`src/rtl/bottle_line_ctrl.sv`:
```
// Bottling-station controller: conveyor, fill valve, cork sealer and cork
// magazine dispenser driven by one state machine, with station counters
// shown on a multiplexed 4-digit seven-segment display.
module bottle_line_ctrl #(
    parameter int CORK_CAP       = 9,
    parameter int REFILL_LOW     = 2,
    parameter int REFILL_BATCHES = 3,
    parameter int BATCH_SIZE     = 6,
    parameter int SCAN_DIV       = 50000
) (
    input  logic       CLK,
    input  logic       RST,
    input  logic       EN,
    input  logic       PG,
    input  logic       CH,
    input  logic       RELOAD,
    output logic       motor,
    output logic       valve,
    output logic       seal,
    output logic       dispense,
    output logic       alarm,
    output logic       low_corks,
    output logic [6:0] display,
    output logic [3:0] digitos
);

    localparam logic [3:0] CAP_C  = 4'(CORK_CAP);
    localparam logic [3:0] LOW_C  = 4'(REFILL_LOW);
    localparam logic [3:0] RB_C   = 4'(REFILL_BATCHES);
    localparam logic [3:0] BS_C   = 4'(BATCH_SIZE);
    localparam int         SCAN_W = (SCAN_DIV > 1) ? $clog2(SCAN_DIV) : 1;
    localparam logic [SCAN_W-1:0] SCAN_LAST = SCAN_W'(SCAN_DIV - 1);

    typedef enum logic [2:0] {
        S_IDLE,
        S_MOVE,
        S_FILL,
        S_SEAL,
        S_DISPENSE,
        S_EJECT,
        S_ALARM
    } state_t;

    state_t            state_q, state_d;
    logic [3:0]        corks_q, corks_d;
    logic [3:0]        refills_q, refills_d;
    logic [3:0]        bottles_q, bottles_d;
    logic [3:0]        boxes_q, boxes_d;
    logic [3:0]        corks_dec;
    logic [SCAN_W-1:0] scan_q, scan_d;
    logic [3:0]        digit_q, digit_d;
    logic [3:0]        shown_code;

    // Seven-segment glyphs, bit 0 = segment a; non-decimal codes blank the digit
    function automatic logic [6:0] seg7(input logic [3:0] code);
        case (code)
            4'd0:    seg7 = 7'h3F;
            4'd1:    seg7 = 7'h06;
            4'd2:    seg7 = 7'h5B;
            4'd3:    seg7 = 7'h4F;
            4'd4:    seg7 = 7'h66;
            4'd5:    seg7 = 7'h6D;
            4'd6:    seg7 = 7'h7D;
            4'd7:    seg7 = 7'h07;
            4'd8:    seg7 = 7'h7F;
            4'd9:    seg7 = 7'h6F;
            default: seg7 = 7'h00;
        endcase
    endfunction

    assign corks_dec = corks_q - 4'd1;

    // State register and station counters
    always_ff @(posedge CLK or posedge RST) begin
        if (RST) begin
            state_q   <= S_IDLE;
            corks_q   <= CAP_C;
            refills_q <= RB_C;
            bottles_q <= 4'd0;
            boxes_q   <= 4'd0;
        end else begin
            state_q   <= state_d;
            corks_q   <= corks_d;
            refills_q <= refills_d;
            bottles_q <= bottles_d;
            boxes_q   <= boxes_d;
        end
    end

    // Next-state logic; SEAL exit decisions use the post-decrement cork count
    always_comb begin
        state_d = state_q;
        case (state_q)
            S_IDLE: begin
                if (EN && corks_q != 4'd0) state_d = S_MOVE;
            end
            S_MOVE: begin
                if (!EN)     state_d = S_IDLE;
                else if (PG) state_d = S_FILL;
            end
            S_FILL: begin
                if (!EN)     state_d = S_IDLE;
                else if (CH) state_d = S_SEAL;
            end
            S_SEAL: begin
                if (corks_dec == 4'd0 && refills_q == 4'd0)
                    state_d = S_ALARM;
                else if (corks_dec <= LOW_C && refills_q != 4'd0)
                    state_d = S_DISPENSE;
                else
                    state_d = S_EJECT;
            end
            S_DISPENSE: state_d = S_EJECT;
            S_EJECT: begin
                if (!EN)      state_d = S_IDLE;
                else if (!PG) state_d = S_MOVE;
            end
            S_ALARM: begin
                if (RELOAD && RB_C != 4'd0) state_d = S_DISPENSE;
            end
            default: state_d = S_IDLE;
        endcase
    end

    // Counter updates; a reload overrides the dispense decrement so that
    // ALARM -> DISPENSE ends with REFILL_BATCHES-1 refills left
    always_comb begin
        corks_d   = corks_q;
        refills_d = refills_q;
        bottles_d = bottles_q;
        boxes_d   = boxes_q;
        if (state_q == S_SEAL) begin
            corks_d = corks_dec;
            if (bottles_q + 4'd1 >= BS_C) begin
                bottles_d = 4'd0;
                boxes_d   = (boxes_q >= 4'd9) ? 4'd0 : boxes_q + 4'd1;
            end else begin
                bottles_d = bottles_q + 4'd1;
            end
        end
        if (state_q == S_DISPENSE) begin
            corks_d   = CAP_C;
            refills_d = refills_q - 4'd1;
        end
        if (RELOAD) refills_d = RB_C;
        if (RELOAD && state_q == S_DISPENSE) refills_d = RB_C - 4'd1;
    end

    // Moore output decode of the registered state
    always_comb begin
        motor     = (state_q == S_MOVE) || (state_q == S_EJECT);
        valve     = (state_q == S_FILL);
        seal      = (state_q == S_SEAL);
        dispense  = (state_q == S_DISPENSE);
        alarm     = (state_q == S_ALARM);
        low_corks = (corks_q <= LOW_C);
    end

    // Digit scan timer: rotate the one-hot enable every SCAN_DIV cycles
    always_ff @(posedge CLK or posedge RST) begin
        if (RST) begin
            scan_q  <= '0;
            digit_q <= 4'b0001;
        end else begin
            scan_q  <= scan_d;
            digit_q <= digit_d;
        end
    end

    // Scan next-state
    always_comb begin
        scan_d  = scan_q + SCAN_W'(1);
        digit_d = digit_q;
        if (scan_q == SCAN_LAST) begin
            scan_d  = '0;
            digit_d = {digit_q[2:0], digit_q[3]};
        end
    end

    // Display mux follows the enabled digit in the same cycle
    always_comb begin
        case (digit_q)
            4'b0001: shown_code = corks_q;
            4'b0010: shown_code = refills_q;
            4'b0100: shown_code = bottles_q;
            4'b1000: shown_code = boxes_q;
            default: shown_code = 4'hF;
        endcase
        display = seg7(shown_code);
        digitos = digit_q;
    end

endmodule

```
`config.mk`:
```
export PLATFORM = sky130hd
export DESIGN_NAME = bottle_line_ctrl
export DESIGN_NICKNAME = d
export VERILOG_FILES = /design/src/rtl/bottle_line_ctrl.sv
export SDC_FILE = /design/constraint.sdc
export NUM_CORES = 1
export LEC_CHECK = 0
export BUFFER_PORTS_ARGS = -buffer_cell sky130_fd_sc_hd__buf_4
export CORE_MARGIN = 5
export CORE_UTILIZATION = 42
export DETAILED_ROUTE_END_ITERATION = 10
export GPL_ROUTABILITY_DRIVEN = 1
export HOLD_SLACK_MARGIN = 0.08
export PLACE_DENSITY = 0.7
export SYNTH_ARGS = -nofsm -noshare
export SYNTH_HDL_FRONTEND = slang
export SYNTH_SLANG_ARGS = --single-unit
```
`constraint.sdc`:
```
create_clock -name CLK -period 2.7 [get_ports CLK]
set_input_delay 0.54 -clock CLK [delete_from_list [all_inputs] [get_ports CLK]]
set_output_delay 0.54 -clock CLK [all_outputs]
set_load 0.01 [all_outputs]
```
==> impl_metrics.py <==
metrics = {
    "floorplan": {
        "die_h_um": 88.8,
        "die_area_um2": 7880,
        "start_util": 0.435,
        "rows": 28,
        "die_w_um": 88.8,
        "coreArea_um2": 5990,
        "design.portCount": 23,
    },
    "critical_path": {
        "start_kind": "register",
        "crit_path_end_kind": "output pin",
        "path_class": "register to output pin",
        "arrival_ns": 2.41,
        "worstPathRequired_ns": 2.16,
        "crit_fanout": 6,
    },
    "cells_and_area": {
        "num_antenna_cells": 0,
        "drive_above_1_share": 0.310,
        "regArea_um2": 985,
        "multi_input_area_um2": 1560,
        "nNetsFinal": 342,
        "post-route-util": 0.534,
        "nFillCells": 533,
        "syn_to_final_growth_pct": 22.8,
    },
    "grt": {
        "grt_pass1_vias": 2073,
        "grt_max_degree": 40,
        "antenna_found_initial": 0,
        "grt_usage": 0.151,
        "grt_pass1_wl_um": 9440,
        "gr-total-overflow": 0,
    },
    "sta": {
        "rsz0062_at_grt": "yes",
        "final_max_slew_viol_count": 0,
        "whs_ns": 0.374,
        "worst_pin_slew_ns": 0.635,
        "min_period_ns": 2.95,
        "max_freq_mhz": 339,
        "slew_headroom": 0.573,
        "fin_setup_tns_ns": -1.23,
        "finClkSkew_ns": 0.00404,
        "min_period_over_period": 1.09,
        "setup_viol": 7,
        "setup_slack_ns": -0.246,
        "hold_viol_final": 0,
    },
    "power": {
        "comb_power_share": 0.293,
        "pwr-share-clk": 0.267,
        "ir_drop_mv": 0.516,
        "power_density_nw_per_um2": 588,
        "internal_power_w": 0.00124,
        "power_w": 0.00188,
        "power_frac_seq": 0.441,
        "switchingPower_w": 0.000647,
        "p_leak_nw": 1.52,
        "switching_share": 0.344,
    },
    "route": {
        "num_vias": 2125,
        "drc": 0,
        "via_per_inst": 5.39,
        "drt_iter0_markers": 81,
        "drtPass1Iterations": 4,
        "totalWireLength_um": 5680,
        "ant_nets": 0,
        "avgRoutedWirePerCell_um": 14.4,
    },
    "synth": {
        "synth-seq-cells": 39,
        "synthCells": 272,
        "netlist_area_um2": 2610,
        "yosys-top-cells-area": "dfrtp_1 33%, ha_1 8.6%, dfstp_2 5.0%",
        "synth_mux_area_frac": 0.0288,
        "synth_fa_ha_area_frac": 0.0864,
        "synth_cell_types": 62,
        "avgSynthCellArea_um2": 9.58,
        "synth_top_cell_by_area": "dfrtp_1",
        "async_flop_share": 1.00,
        "synth-warning-count": 0,
        "synthXorXnorAreaFrac": 0.0739,
        "synth_top_family_by_area": "simple AND/OR/NAND/NOR gates",
        "synth-simple-area-share": 0.215,
        "synth_compound_area_frac": 0.168,
        "synth_edf_count": 0,
        "synth_top_cell_area_share": 0.326,
        "ys_seq_area_frac": 0.377,
        "synth-main-ff-cell": "dfrtp_1",
        "syn_nets": 296,
    },
    "outcome": {
        "violations": "setup timing",
        "outcome": "complete, but fails checks",
    },
    "clock_tree": {
        "cts_root_buf": "clkbuf_8",
        "cts_tree": "done",
        "cts_buffer_depth": 2,
        "cts_max_level": 2,
        "cts_sinks": 39,
        "cts.reportedPaths.clkPinSlew_ns": 0.08,
        "cts_buffers": 5,
        "clock_latency_ns": 0.29,
        "postCtsHoldBufs": 0,
    },
    "run": {
        "drv_cap": 0,
    },
    "placed_design": {
        "pre_cts_ws_ns": -0.00547,
        "place.gp.congestion": 0.858,
        "dp_hpwl_um": 3880,
        "portBuffers": 22,
    },
    "worst_hold_path": {
        "hold_path.class": "input pin to async pin",
    },
}
==> synthesized netlist by cell type (all sizes together) (2+ instances only) <==
| library cell | n |
|---|---|
| and3 | 5 |
| dfrtp | 34 |
| nor3b | 3 |
| buf | 7 |
| nor4b | 3 |
| inv | 17 |
| mux2 | 4 |
| a22oi | 5 |
| dfstp | 5 |
| nand2 | 20 |
| nor3 | 6 |
| or3 | 2 |
| nor2 | 27 |
| clkbuf | 3 |
| ha | 18 |
| nor4 | 2 |
| nand3 | 9 |
| nor2b | 6 |
| mux2i | 3 |
| a211o | 3 |
| nand3b | 4 |
| a21boi | 2 |
| o21ai | 11 |
| a21oi | 8 |
| nand2b | 5 |
| nand4 | 3 |
| xnor2 | 10 |
| o31ai | 3 |
| or2 | 3 |
| xor2 | 12 |
| o22ai | 2 |
| o21a | 2 |
| o31a | 5 |
| a32oi | 2 |
| a21o | 4 |
==> power by group through the flow <==
stage / Clock, W / Sequential, W / Combinational (W)
2_1_floorplan: 0 / 0.000760 / 0.000452
3_3_place_gp: 0 / 0.000832 / 0.000537
3_5_place_dp: 0 / 0.000839 / 0.000554
4_1_cts: 0.000514 / 0.000826 / 0.000558
5_1_grt: 0.000544 / 0.000846 / 0.000622
6_report: 0.000502 / 0.000830 / 0.000551
==> sequential cells by signal (all words and copies together), names as in the netlist <==
| register | count |
|---|---|
| bottles_q | 4 |
| digitos | 4 |
| boxes_q | 4 |
| refills_q | 4 |
| scan_q | 16 |
| corks_q | 4 |
| state_q | 3 |
==> per-stage QoR <==
step / std cells / area (um2)
5_1_grt: 394 / 3200
2_1_floorplan: 272 / 2610
3_3_place_gp: 373 / 2900
4_1_cts: 388 / 3120
3_5_place_dp: 373 / 2900
6_report: 394 / 3200
==> cells in the final DEF (no fill, tap or decap), types with 4 or more instances in the layout <==
master / Yosys / routed
dfstp_2: 5 / 5
nor2_1: 27 / 26
xnor2_1: 10 / 10
ha_1: 18 / 15
xor2_1: 12 / 12
a22oi_1: 5 / 5
dfrtp_1: 34 / 32
o31a_1: 4 / 4
clkbuf_8: 0 / 6
o21ai_0: 11 / 9
nand3b_1: 4 / 4
buf_4: 3 / 46
nand3_1: 9 / 9
mux2_2: 4 / 4
nand2b_1: 5 / 5
nor2b_1: 5 / 5
nand2_1: 20 / 18
inv_1: 16 / 14
nor3_1: 5 / 4
a21oi_1: 8 / 7
==> layout make-up <==
cell class / count / share of cell area
multi-input cells: 205 / 0.487
well taps: 75 / 0.0293
repair buffers: 49 / 0.118
clock buffers: 6 / 0.0258
flip-flops and latches: 39 / 0.308
clock inverters: 2 / 0.0109
inverters: 18 / 0.0211
==> cells by family after synthesis <==
kind of cell             count (synthesis)
adder cells (fa/ha/maj)                 18
buffers and inverters                   28
XOR/XNOR                                22
flip-flops                              39
AO/OA/AOI/OAI                           56
AND/OR/NAND/NOR                        102
multiplexers                             7
==> per-layer routing <==
metal  track usage  up-vias  share of wire
met4        0.0440        0          0.016
met3        0.0298        8          0.029
li1              -     1045              -
met1         0.197     1041           0.45
met2         0.253       31           0.50
met5             0        -              0
==> worst max-delay path, stage by stage, from the launching register on <==
cell and delay [ns]:
dfrtp_1 0.41, buf_6 0.14, nor4b_4 0.37, a32oi_1 0.12
o31a_1 0.14, nand2_2 0.13, buf_4 0.12, buf_4 0.09
ha_2 0.18, a21oi_2 0.07, o21a_1 0.20, buf_4 0.14
==> final timing paths <==
kind	startpoint	to	slack [ns]	depth (start not counted)
max in group asynchronous	RST	digitos[1]	1.96	3
min reg2reg	scan_q[10]	scan_q[10]	0.49	1
max	digitos[3]	display[2]	-0.25	11
max reg2reg	corks_q[0]	state_q[1]	0.71	7
min in group CLK	RELOAD	refills_q[2]	0.45	2
min	RST	refills_q[2]	0.37	3
==> repair_timing <==
item                       CTS  global route
setup endpoints to repair    7             7
pin swaps                    9             9
gates resized for setup     14            10
setup buffers                7             6
cloned                       0             0
Note: power is estimated with default switching activity, not from simulation.
